$ cat src/rtl/core_sequencer.sv
// Multi-cycle sequencer for the BeeF core: gates PC updates, stalls after POP and
// scans for matching brackets on taken CBF/CBB, squashing datapath writes meanwhile.
module core_sequencer #(
  parameter  int DEPTH_W = 8,
  parameter  int POP_LAT = 1,
  localparam int STALL_W = $clog2(POP_LAT + 1)
) (
  input  logic               clk,
  input  logic               rst_n,
  input  logic [2:0]         instruction,
  input  logic               instr_valid,
  input  logic               acc_zero,
  output logic               pc_write,
  output logic               pc_dir,
  output logic               squash,
  output logic [2:0]         state,
  output logic [DEPTH_W-1:0] depth,
  output logic               overflow
);

  localparam logic [2:0] OP_INC = 3'd0;
  localparam logic [2:0] OP_DEC = 3'd1;
  localparam logic [2:0] OP_PSH = 3'd2;
  localparam logic [2:0] OP_POP = 3'd3;
  localparam logic [2:0] OP_MVR = 3'd4;
  localparam logic [2:0] OP_MVL = 3'd5;
  localparam logic [2:0] OP_CBF = 3'd6;
  localparam logic [2:0] OP_CBB = 3'd7;

  localparam logic [2:0] ST_CORE   = 3'd0;
  localparam logic [2:0] ST_STALL  = 3'd1;
  localparam logic [2:0] ST_SCAN_F = 3'd2;
  localparam logic [2:0] ST_SCAN_B = 3'd3;
  localparam logic [2:0] ST_HALT   = 3'd4;

  localparam logic [DEPTH_W-1:0] DEPTH_MAX = '1;
  localparam logic [DEPTH_W-1:0] DEPTH_ONE = DEPTH_W'(1);
  localparam logic [STALL_W-1:0] STALL_ONE = STALL_W'(1);
  localparam logic [STALL_W-1:0] STALL_LD  = STALL_W'(POP_LAT);

  logic [2:0]         state_d;
  logic [DEPTH_W-1:0] depth_d;
  logic [STALL_W-1:0] stall_cnt, stall_d;
  logic               overflow_d;
  logic               dec_at_zero;
  logic               open_br, close_br;

  // In a scan the "opening" bracket is the one that deepens nesting: CBF going
  // forward, CBB going backward.
  always_comb begin
    open_br  = 1'b0;
    close_br = 1'b0;
    if (state == ST_SCAN_F) begin
      open_br  = (instruction == OP_CBF);
      close_br = (instruction == OP_CBB);
    end else if (state == ST_SCAN_B) begin
      open_br  = (instruction == OP_CBB);
      close_br = (instruction == OP_CBF);
    end
  end

  // NOTE: every output of this block gets a default first so no path leaves a
  // latch behind.
  always_comb begin
    state_d     = state;
    depth_d     = depth;
    stall_d     = stall_cnt;
    overflow_d  = overflow;
    pc_write    = 1'b0;
    pc_dir      = 1'b0;
    squash      = 1'b1;
    dec_at_zero = 1'b0;

    case (state)
      ST_CORE: begin
        squash = 1'b0;
        if (instr_valid) begin
          if (instruction == OP_POP) begin
            stall_d = STALL_LD;
            state_d = ST_STALL;
          end else if (instruction == OP_CBF && acc_zero) begin
            pc_write = 1'b1;
            depth_d  = DEPTH_ONE;
            state_d  = ST_SCAN_F;
          end else if (instruction == OP_CBB && !acc_zero) begin
            pc_write = 1'b1;
            pc_dir   = 1'b1;
            depth_d  = DEPTH_ONE;
            state_d  = ST_SCAN_B;
          end else begin
            pc_write = 1'b1;
          end
        end
      end

      ST_STALL: begin
        if (stall_cnt > STALL_ONE) begin
          stall_d = stall_cnt - STALL_ONE;
        end else begin
          pc_write = 1'b1;
          stall_d  = '0;
          state_d  = ST_CORE;
        end
      end

      ST_SCAN_F, ST_SCAN_B: begin
        pc_dir = (state == ST_SCAN_B);
        if (instr_valid) begin
          pc_write = 1'b1;
          if (open_br) begin
            if (depth == DEPTH_MAX) begin
              overflow_d = 1'b1;
              state_d    = ST_HALT;
            end else begin
              depth_d = depth + DEPTH_ONE;
            end
          end else if (close_br) begin
            dec_at_zero = (depth == '0);
            if (depth != '0) depth_d = depth - DEPTH_ONE;
            if (depth == DEPTH_ONE) begin
              // Matching bracket found: the PC steps past it in the forward direction.
              pc_dir  = 1'b0;
              state_d = ST_CORE;
            end
          end
        end
      end

      ST_HALT: ;

      default: state_d = ST_CORE;
    endcase

    if (!rst_n) begin
      pc_write = 1'b0;
      pc_dir   = 1'b0;
      squash   = 1'b1;
    end
  end

  // NOTE: sequential state uses non-blocking assignments so every register
  // samples the pre-edge values of the others.
  always_ff @(posedge clk) begin
    if (!rst_n) begin
      state     <= ST_CORE;
      depth     <= '0;
      stall_cnt <= '0;
      overflow  <= 1'b0;
    end else begin
      state     <= state_d;
      depth     <= depth_d;
      stall_cnt <= stall_d;
      overflow  <= overflow_d;
    end
  end

  a_no_dec_at_zero: assert property (@(posedge clk) disable iff (!rst_n) !dec_at_zero);

  // The remaining opcodes behave identically here; named for readability only.
  logic unused_ops;
  assign unused_ops = ^{OP_INC, OP_DEC, OP_PSH, OP_MVR, OP_MVL};

endmodule

$ cat config.mk
export PLATFORM = sky130hd
export DESIGN_NAME = core_sequencer
export DESIGN_NICKNAME = d
export VERILOG_FILES = /design/src/rtl/core_sequencer.sv
export SDC_FILE = /design/constraint.sdc
export NUM_CORES = 1
export LEC_CHECK = 0
export ABC_CLOCK_PERIOD_IN_PS = 2400
export CORE_ASPECT_RATIO = 0.9
export CORE_UTILIZATION = 30
export CTS_CLUSTER_SIZE = 10
export DETAILED_ROUTE_END_ITERATION = 10
export SYNTH_ARGS = -nofsm -noshare
export SYNTH_HDL_FRONTEND = slang
export SYNTH_SLANG_ARGS = --single-unit
$ cat constraint.sdc
create_clock -name clk -period 2.4 [get_ports clk]
set_clock_uncertainty 0.15 [all_clocks]
set_input_delay 0.48 -clock clk [delete_from_list [all_inputs] [get_ports clk]]
set_output_delay 0.48 -clock clk [all_outputs]
set_load 0.05 [all_outputs]
==> summary.txt <==
Routing
  – Drt initial violations: 77
  – Total number of vias: 1159
  – # DRC: 0
  – First-pass DRT Iterations: 5
  – Detailed-route wire length per cell: between 15 and 20 um
  – Routed Antenna Nets: 0
  – Vias/cell: around 5.5
  – Final WL: between 3 and 4 mm

Layout
  – Area grow syn2layout: 43.06%
  – Design area: around 0.0015 mm2
  – Share of cells above drive strength 1: 25.44%
  – Most frequent cells in the layout: buf_4 (22), nand2_1 (18), clkdlybuf4s50_1 (15), dfxtp_1 (12)
  – Diode count: 0
  – Commonest non-fill, non-tap cell in the layout: buf_4
  – Nets: 182

STA
  – Min Tclk post-route: 2.340 ns
  – Fin crit share: just under 100%
  – Fmax: 0.4273 GHz
  – Max-slew violations: 0
  – Setup violators final: 0
  – Worst Slack Setup Final: between 0.05 and 0.06 ns
  – Final Hold Viols: 0
  – Total negative setup slack: 0 ns
  – Worst slew margin: 66.66%
  – Tightest Pin Transition: between 0.4 and 0.5 ns

Power and ir drop
  – Comb pwr share: 65.0%
  – Int Power: around 800 uW
  – Switching Power: roughly 760 uW
  – P per Cell Area: ~1000 mW/mm2
  – Power Total: around 1.6 mW
  – Switch share: about 49%
  – Seq pwr share: between 20% and 30%
  – Leak Pwr: ~0.57 nW
  – Clk pwr share: between 10% and 20%
  – IR drop worst, VDD: approximately 0.0005 V

Clock network
  – CTS buffer count: 3
  – CTS tree: done
  – H-tree levels: 1
  – Setup bufs post-CTS: 0
  – Clk_lat worst skew: roughly 0.24 ns
  – CTS clk-pin slew, worst paths: about 0.050 ns
  – Clock sink count: 12
  – Hold buffers post-CTS: 0
  – Clock Tree Buf Depth: 2
  – CTS root buffer: clkbuf_8

Placement
  – Area after DPL: about 0.0014 mm2
  – Routability cong.: between 0.8 and 0.9
  – Place WS: -0.1141 ns
  – DP Wirelength: approximately 2.5 mm
  – Port bufs: 21

Synthesis
  – Ys Warns: 0
  – Avg Cell Area, Syn: around 8.0 um2
  – Adder-cell share of the synthesized area: between 4 and 5%
  – Post-synthesis sequential area ratio: a little under a quarter
  – Cell variety after synth: 45
  – Synth Area in Compound Gates: 22.80%
  – Synth Area in Simple Gates: approximately a third
  – Cells after Synth: 130
  – Seq cells post-synth: 12
  – Mux share of post-synthesis cell area: between 5 and 6%
  – Post-synthesis xor/xnor area fraction: 4.101%
  – Syn nets: roughly 140
  – Post-synth EDFFs: 0
  – Ys async rst share: 0%
  – Mapped cell area: 0.001037 mm2
  – Largest family of logic cells by synthesized area: simple AND/OR/NAND/NOR gates
  – Predominant post-synthesis flop cell: dfxtp_1

Run
  – MaxCap Viol Count: 0

Global routing
  – First-pass GRT wire length: a little over 5 mm
  – Total grt overflow: 0
  – Pin count of the biggest net entering global routing: 11
  – GRT Total Usage: 18.10%
  – Initial antenna violation count: 0
  – Vias in the first global route: approximately 1.1k

Critical path
  – R2r setup slk: ~0.29 ns
  – Critical Path End: state[1]
  – Critical path's largest stage delay: about 0.89 ns
  – Critical Path Stages: 1
  – Crit path buffers/inverters: 1
  – Worst R2R Start: depth[0]$_SDFFE_PN0P_
  – Top delay family on crit path: buffers and inverters
  – CP Capture Type: output pin
  – CP startpoint: state[1]$_SDFFE_PN0P_
  – Setup Crit Path Kind: reg2out
  – Critical path required time: approximately 1.8 ns
  – R2R Path End: depth[5]$_SDFFE_PN0P_
  – Arrival time at the worst endpoint: approximately 1.7 ns
  – Crit path cell chain: clkdlybuf4s50_1
  – CP max FO: 10
  – CP Launch Type: flop
  – R2R cell count: 8
  – CP max-delay cell: clkdlybuf4s50_1

Hold path
  – HP Class: reg2reg

Floorplan
  – Ports: 22
  – Die area: 0.003697 mm2
  – Row Count: 19
  – Initial core utilization: around 33%
  – Die W: roughly 64 um
  – Die Span Y: 57.79 um
  – Core ar.: between 0.003 and 0.004 mm2

Run status
  – Status: finished, final reports clean
==> logic make-up after synthesis <==
kind of cell,after synthesis
mux,5
buf+inv,13
flops,12
compound gates,31
fa+ha+maj,4
simple gates,61
xor+xnor,4
==> power groups by stage <==
stage	sequential, mW	clock, mW	combinational [mW]
2_1_floorplan	0.483	0	0.515
5_1_grt	0.381	0.195	1.08
3_3_place_gp	0.357	0	0.999
4_1_cts	0.356	0.184	1.00
3_5_place_dp	0.359	0	0.999
6_report	0.365	0.179	1.01
==> per-layer routing <==
metal,up-vias,GRT usage [%],part of all wire [%]
li1,565,-,-
met1,559,25.99,49
met2,33,27.81,46
met3,2,3.150,4.5
met4,0,4.870,0.54
met5,-,0,0
==> sequential cells by signal, summed over array words and instances (netlist names) <==
name      flops
overflow      1
depth         8
state         3
==> worst min-delay path by stage <==
stage	from	endpoint	cells past startpoint
final	overflow$_SDFFE_PN0P_	overflow$_SDFFE_PN0P_	2
after global routing	overflow$_SDFFE_PN0P_	overflow$_SDFFE_PN0P_	2
after CTS	overflow$_SDFFE_PN0P_	overflow$_SDFFE_PN0P_	2
after detailed placement	overflow$_SDFFE_PN0P_	overflow$_SDFFE_PN0P_	2
after global placement	overflow$_SDFFE_PN0P_	overflow$_SDFFE_PN0P_	2
after floorplan	instr_valid	overflow$_SDFFE_PN0P_	2
==> area by class of cell <==
| class | instances | area [um2] |
|---|---|---|
| fill | 320 | 1678 |
| inverter | 8 | 30.03 |
| timing repair buffer | 41 | 361.6 |
| sequential | 12 | 240.2 |
| clock buffer | 3 | 41.29 |
| tap | 42 | 52.55 |
| multi-input combinational | 105 | 758.2 |
==> per-stage QoR <==
stage | hold WS (ns) | std cells | util, %
6_report | 0.3587 | 211 | 46.93
5_1_grt | 0.3685 | 211 | 46.93
4_1_cts | 0.3588 | 211 | 46.42
3_5_place_dp | 0.3300 | 208 | 45.23
3_3_place_gp | 0.3290 | 208 | 45.23
2_1_floorplan | 0.4928 | 130 | -
==> worst register-to-register path: stages, from the launching register on <==
cell	delay, ns
dfxtp_1	0.35
buf_4	0.17
inv_1	0.08
ha_1	0.17
nor4b_1	0.23
nand3_1	0.18
a22oi_2	0.33
o21ai_2	0.17
a31oi_1	0.20
==> cells in the mapped netlist, drive strengths merged (3+ instances only) <==
library cell | count | area share, %
nand3 | 8 | 3.9
a31oi | 8 | 4.8
inv | 8 | 2.9
o21ai | 5 | 3.9
nand2 | 18 | 6.5
mux2i | 3 | 2.9
nand4 | 6 | 3.6
nor2 | 6 | 2.4
a21oi | 4 | 1.9
ha | 4 | 4.8
nor4b | 3 | 2.5
o31a | 5 | 4.2
nor3 | 4 | 1.9
nor4 | 3 | 1.8
dfxtp | 12 | 23
buf | 5 | 3.1
==> what timing repair did <==
| item | 4_1_cts | 5_1_grt |
|---|---|---|
| gates resized for setup | 3 | 3 |
| setup endpoints to repair | 2 | 2 |
| endpoints found under the hold margin | 0 | 0 |
(Power assumes the default switching activity.)
